`src/rtl/share_encoder.sv`:
```
// share_encoder
//   Producer side of the masked-adder share interface. Captures plaintext
//   operands a, b and carry-in, then emits Boolean share pairs
//   (a0,a1), (b0,b1) for the masked ripple-carry adder. The masks come from
//   an internal Galois LFSR, which can be reseeded at runtime.
//
// Ports
//   clk, rst_n          rising-edge clock, asynchronous active-low reset
//   in_valid/in_ready   operand handshake (in_ready is high only in IDLE)
//   a, b, c_in          plaintext operands and unmasked carry-in
//   seed_load, seed     reload the LFSR (a zero seed is replaced by SEED)
//   out_valid/out_ready share handshake (out_valid is high only in HOLD)
//   a0, a1, b0, b1      share pairs with a0^a1 == a and b0^b1 == b
//   c_q                 registered carry-in
//   tx_count            completed transactions, wraps from 255 to 0
//
// 2*WIDTH must not exceed LFSR_W, because both masks are sliced from one
// LFSR state.
module share_encoder #(
    parameter int unsigned          WIDTH  = 4,
    parameter int unsigned          LFSR_W = 16,
    parameter logic [LFSR_W-1:0]    SEED   = 16'hACE1,
    parameter logic [LFSR_W-1:0]    TAPS   = 16'hB400
) (
    input  logic              clk,
    input  logic              rst_n,
    input  logic              in_valid,
    output logic              in_ready,
    input  logic [WIDTH-1:0]  a,
    input  logic [WIDTH-1:0]  b,
    input  logic              c_in,
    input  logic              seed_load,
    input  logic [LFSR_W-1:0] seed,
    output logic              out_valid,
    input  logic              out_ready,
    output logic [WIDTH-1:0]  a0,
    output logic [WIDTH-1:0]  a1,
    output logic [WIDTH-1:0]  b0,
    output logic [WIDTH-1:0]  b1,
    output logic              c_q,
    output logic [7:0]        tx_count
);

    typedef enum logic [1:0] {
        IDLE = 2'd0,
        MASK = 2'd1,
        HOLD = 2'd2
    } state_t;

    state_t             state;
    logic [LFSR_W-1:0]  lfsr;
    logic [LFSR_W-1:0]  lfsr_step;
    logic [WIDTH-1:0]   a_hold;
    logic [WIDTH-1:0]   b_hold;
    logic               c_hold;
    logic [WIDTH-1:0]   m_a;
    logic [WIDTH-1:0]   m_b;

    // Galois right-shift step. The tap mask is applied when the bit that
    // shifts out is 1.
    always_comb begin
        lfsr_step = (lfsr >> 1) ^ (lfsr[0] ? TAPS : '0);
        m_a       = lfsr[WIDTH-1:0];
        m_b       = lfsr[2*WIDTH-1:WIDTH];
    end

    assign in_ready = (state == IDLE);

    always_ff @(posedge clk or negedge rst_n) begin
        if (!rst_n) begin
            state     <= IDLE;
            lfsr      <= SEED;
            a_hold    <= '0;
            b_hold    <= '0;
            c_hold    <= 1'b0;
            a0        <= '0;
            a1        <= '0;
            b0        <= '0;
            b1        <= '0;
            c_q       <= 1'b0;
            out_valid <= 1'b0;
            tx_count  <= '0;
        end else begin
            case (state)
                IDLE: begin
                    if (in_valid) begin
                        a_hold <= a;
                        b_hold <= b;
                        c_hold <= c_in;
                        state  <= MASK;
                    end
                end
                MASK: begin
                    // The masks come from the LFSR value before this edge,
                    // even if a seed load lands on the same edge.
                    a0        <= m_a;
                    a1        <= a_hold ^ m_a;
                    b0        <= m_b;
                    b1        <= b_hold ^ m_b;
                    c_q       <= c_hold;
                    out_valid <= 1'b1;
                    state     <= HOLD;
                end
                HOLD: begin
                    if (out_ready) begin
                        out_valid <= 1'b0;
                        tx_count  <= tx_count + 8'd1;
                        state     <= IDLE;
                    end
                end
                default: begin
                    out_valid <= 1'b0;
                    state     <= IDLE;
                end
            endcase

            // A seed load wins over the MASK step. Zero is replaced by SEED
            // so that the LFSR never locks up in the all-zero state.
            if (seed_load) begin
                lfsr <= (seed == '0) ? SEED : seed;
            end else if (state == MASK) begin
                lfsr <= lfsr_step;
            end
        end
    end

endmodule
```
`config.mk`:
```
export PLATFORM = sky130hd
export DESIGN_NAME = share_encoder
export DESIGN_NICKNAME = d
export VERILOG_FILES = /design/src/rtl/share_encoder.sv
export SDC_FILE = /design/constraint.sdc
export NUM_CORES = 1
export LEC_CHECK = 0
export ABC_CLOCK_PERIOD_IN_PS = 3200
export BUFFER_PORTS_ARGS = -buffer_cell sky130_fd_sc_hd__buf_2
export CAP_MARGIN = 20
export CORE_MARGIN = 2
export CORE_UTILIZATION = 45
export CTS_CLUSTER_SIZE = 12
export DETAILED_ROUTE_END_ITERATION = 16
export PLACE_DENSITY = 0.65
export SETUP_SLACK_MARGIN = 0.1
export SLEW_MARGIN = 20
export SYNTH_ARGS = -nofsm -noshare
export SYNTH_HDL_FRONTEND = slang
export SYNTH_SLANG_ARGS = --single-unit
```
`constraint.sdc`:
```
create_clock -name clk -period 3.2 [get_ports clk]
set_clock_uncertainty 0.15 [all_clocks]
set_input_delay 0.48 -clock clk [delete_from_list [all_inputs] [get_ports clk]]
set_output_delay 0.48 -clock clk [all_outputs]
set_load 0.01 [all_outputs]
```
=== Word-level counts from Yosys, hierarchy flattened ===
Index checks and enable logic that the tools add are counted.
Widths: inputs -> output; s select.

* Reductions and logical operators: 7
* $add $sub $neg: 1
* Magnitude comparators: 0
* Bitwise gates (word level): 4
* Shifts and indexed selects: 0
* Multiply operators: 0
* Equality and inequality tests: 4
* Multiplexer cells: 9
* Divide/modulo/power cells: 0

{| class="wikitable"
|+ Operators with widths
! operator !! number
|-
| $mux 16 || 4
|-
| $logic_not 16->1 || 1
|-
| $xor 15x16->16 || 1
|-
| $add 8x1->8 const B || 1
|-
| $reduce_and 2->1 || 4
|-
| $xor 4x4->4 || 2
|-
| $pmux 2 s3 || 1
|-
| $mux 2 || 2
|-
| $ne 2x2->1 const B || 2
|-
| $pmux 1 s3 || 1
|-
| $eq 2x1->1 const B || 1
|-
| $eq 2x2->1 const B || 1
|-
| $logic_not 2->1 || 1
|-
| $reduce_bool 2->1 || 1
|-
| $mux 1 || 1
|-
| $not 1->1 || 1
|}

* Word-level logic and storage cells: 37
* Memory bits (writable): 0
* Output and inout port bits: 27
* Memories kept: 0
* Bits in latches: 0
* Input port bits: 30
* Bits in registers: 53
* Bits in read-only memories: 0

=== Depth between registers and ports, before layout ===
* Depth after elaboration: 4
* Gate-level depth with buffers: 5

=== Least setup slack after synthesis ===
No wires, ideal clock.

* Kind: input -> register
* Start point: in seed[8]
* End point: reg lfsr[7]
* Arrival time: 1714 ps
* Setup time: 61 ps
* Stages: 3
* Slack: 1275 ps
* Cell sequence: or4_4 o41ai_4 o22a_1

* Word-level cells in the longest chain between the ends: 3

{| class="wikitable"
|+ RTL lines
! item !! line !! text
|-
| start, declared || 33 || <nowiki>input logic [LFSR_W-1:0] seed,</nowiki>
|-
| $logic_not 16->1 || 120 || <nowiki>lfsr <= (seed == '0) ? SEED : seed;</nowiki>
|-
| $mux 16 || 120 ||
|-
| $mux 16 || 119 || <nowiki>if (seed_load) begin</nowiki>
|-
| end signal, assigned || 120 ||
|-
| end signal, assigned || 122 || <nowiki>lfsr <= lfsr_step;</nowiki>
|-
| end, declared || 51 || <nowiki>logic [LFSR_W-1:0] lfsr;</nowiki>
|}

Every way passes these cells.
A chain may end at the register's enable or synchronous reset.

=== Final worst setup path ===
Ends and elaborated chain as after synthesis.

==> metrics <==
antenna-violating nets left=0; Core Rows=26; post_cts resized=0; number of sinks handled by clock tree synthesis=between 50 and 60; RR Startpoint=state[0]; Longest Clk Path Bufs=2; endpoint of the most critical register-to-register path=lfsr[13]; Synthesized Nets=roughly 230; critical path data arrival time=1.95 ns; Ant. Diodes=0; Critical Path RT=roughly 3.3 ns; number of DRC markers in iteration 0=50; cell chosen for the clock root=clkbuf_8; Post-synth ARST share=between 90% and 100%; HPWL after DPL=about 3200 microns; minimum clock period after layout=about 1.9 ns; core area=between 0.005 and 0.006 sq mm; crit-path max FO=8; routed wire length=about 4400 microns; leakage power=between 1 and 1.5 nW; most used flip-flop cell after synthesis=dfrtp_1; die width=about 76 microns; count of filler cells inserted in the layout=slightly below 500; cts-stage hold buffer count=0; PD cells=around 830 mW/mm^2; wire length of the first global-routing pass=about 6900 microns; Synth Register Bits=between 50 and 60; Worst slew margin=around 45%; library cell with the highest instance count after synthesis=nand2_1; destination of the critical timing path=lfsr[7]; number of failing hold endpoints at the final stage=0; number of iterations in the first detailed-routing pass=4; Startpoint Class=input port; share of final-layout standard cells stronger than drive strength 1=between 30% and 40%; count of flip-flops with a built-in enable after synthesis=0; largest net degree at the start of global routing=39; cell types with the highest counts after synthesis=48 x nand2_1, 45 x dfrtp_1, 17 x o21ai_0; count of vias placed by the detailed router=between 1500 and 2000; timing-limited maximum frequency=540.3 MHz; worst hold slack across all endpoints=0.1207 ns; sequential-to-total area share from yosys stat=57.95%; CP Launch Point=seed[8]; setup TNS=0 ns; Post-Synthesis Cells=203; mean area per synthesized cell=11.36 sq um; GRT Util Overall=16.35%; DRC errors left=0; cell count of the worst reg-to-reg path=4; number of nets in the layout=just under 300; largest area contributor in the netlist=dfrtp_1; I/O Buffers=56; critical path endpoint category=flip-flop; GP Congestion=0.7766; WS Path Type=in2reg; share of the clock period used by the worst path=about 58%; CTS tree=yes; IR drop worst, VDD=between 300 and 400 uV; via count normalized by instance count=roughly 4.8; RSZ-0062 raised after global routing=false; vertical extent of the die=around 76 microns; run status=complete, no violations; Cell variety after synth=30; Synthesis Warnings=0; register-to-register setup slack=roughly 1.4 ns; clock-pin slew of the registers on the worst-case setup and hold paths=roughly 0.09 ns; max-slew violation total from the final report=0; dominant cells by area after synthesis=dfrtp_1 49%, dfstp_2 9.1%, nand2_1 7.8%; post-route setup slack=1.349 ns; DR WL/cell=13.20 microns; Initial Utilization=a little under half; Layout area overhead=19.59%; total congestion overflow=0; via count of the first global-routing pass=about 1400; antenna violations before repair=0; Post-Synthesis Cell Area=~0.0023 sq mm; MaxCap Viol Count=0; Final setup viols=0; area share of the largest cell type after synthesis=48.83%; Hold Path Class=in2async; Final Core Density=around 55%; clock latency at the later pin of the worst-skew pair=about 0.30 ns; number of buffers added by the clock tree synthesis step=5; worst slack after detailed placement=around 1.0 ns; Setup Buffers After CTS=0; slew at the pin closest to its max-slew limit=approximately 0.83 ns; # IOs=between 50 and 60; full die area=approximately 0.0057 sq mm; number of levels in the clock H-tree=2
## logic make-up (layout without fill, tap and decap cells)
family          Yosys count  count (layout)  synth area share, %
flops                    53              53                57.95
buf+inv                  11              69                1.899
fa+ha+maj                 1               1               0.5425
simple gates             67              67                13.29
xor+xnor                 18              18                6.837
mux                      22              22                10.31
compound gates           31              31                9.170
## critical path, stage by stage
cell	delay, ns
buf_2	0.10
or4_4	0.54
o41ai_4	0.59
o22a_1	0.23
## worst min-delay path by stage
stage,start,to,cells after the start
floorplan,rst_n,a0[0],0
global placement,c_hold,c_q,2
global route,rst_n,tx_count[3],1
finish,rst_n,tx_count[3],1
CTS,rst_n,tx_count[3],1
detailed placement,c_hold,c_q,2
## state kept, by name, summed over array words and instances (netlist names)
name	cells
a0	4
a1	4
a_hold	4
b0	4
b1	4
b_hold	4
c_hold	1
c_q	1
lfsr	16
out_valid	1
state	2
tx_count	8
## routing by layer
layer	up-vias	global-route usage (%)	share of wire, %
met5	-	0	0
met4	0	7.018	1.6
met3	5	3.704	5.8
met2	44	22.71	41
met1	733	24.53	51
li1	806	-	-
## placed cells by master, fill, tap and decap left out, types with 4 or more instances in the layout
cell / netlist / final
dfrtp_1: 45 / 45
mux2_2: 14 / 14
o21ai_0: 17 / 17
dfstp_2: 8 / 8
buf_4: 0 / 5
mux2i_1: 8 / 8
buf_2: 2 / 56
nand2_1: 48 / 48
a2bb2oi_1: 4 / 4
xor2_1: 7 / 7
a21oi_1: 4 / 4
xnor2_1: 11 / 11
clkbuf_8: 0 / 6
## report_power, final
group | internal, W | leakage [nW] | total, W | switching [W]
Sequential | 0.000936 | 0.639 | 0.00112 | 0.000184
Clock | 0.000177 | 0.0455 | 0.000378 | 0.000201
Combinational | 0.000403 | 0.690 | 0.000799 | 0.000396
## final cells by class
cell class	count	area [sq um]	share of cell area [%]
repair buffers	61	317.8	11.52
clock buffers	8	90.09	3.267
flip-flops and latches	53	1336	48.46
well taps	70	87.58	3.176
multi-input cells	139	925.9	33.58
## metrics by stage
step	cell area [sq um]	total power [W]	cells
floorplan	2306	0.001653	203
global placement	2668	0.001926	323
detailed placement	2668	0.001950	323
CTS	2758	0.002333	331
global route	2758	0.002478	331
finish	2758	0.002297	331
(Power assumes the default switching activity.)
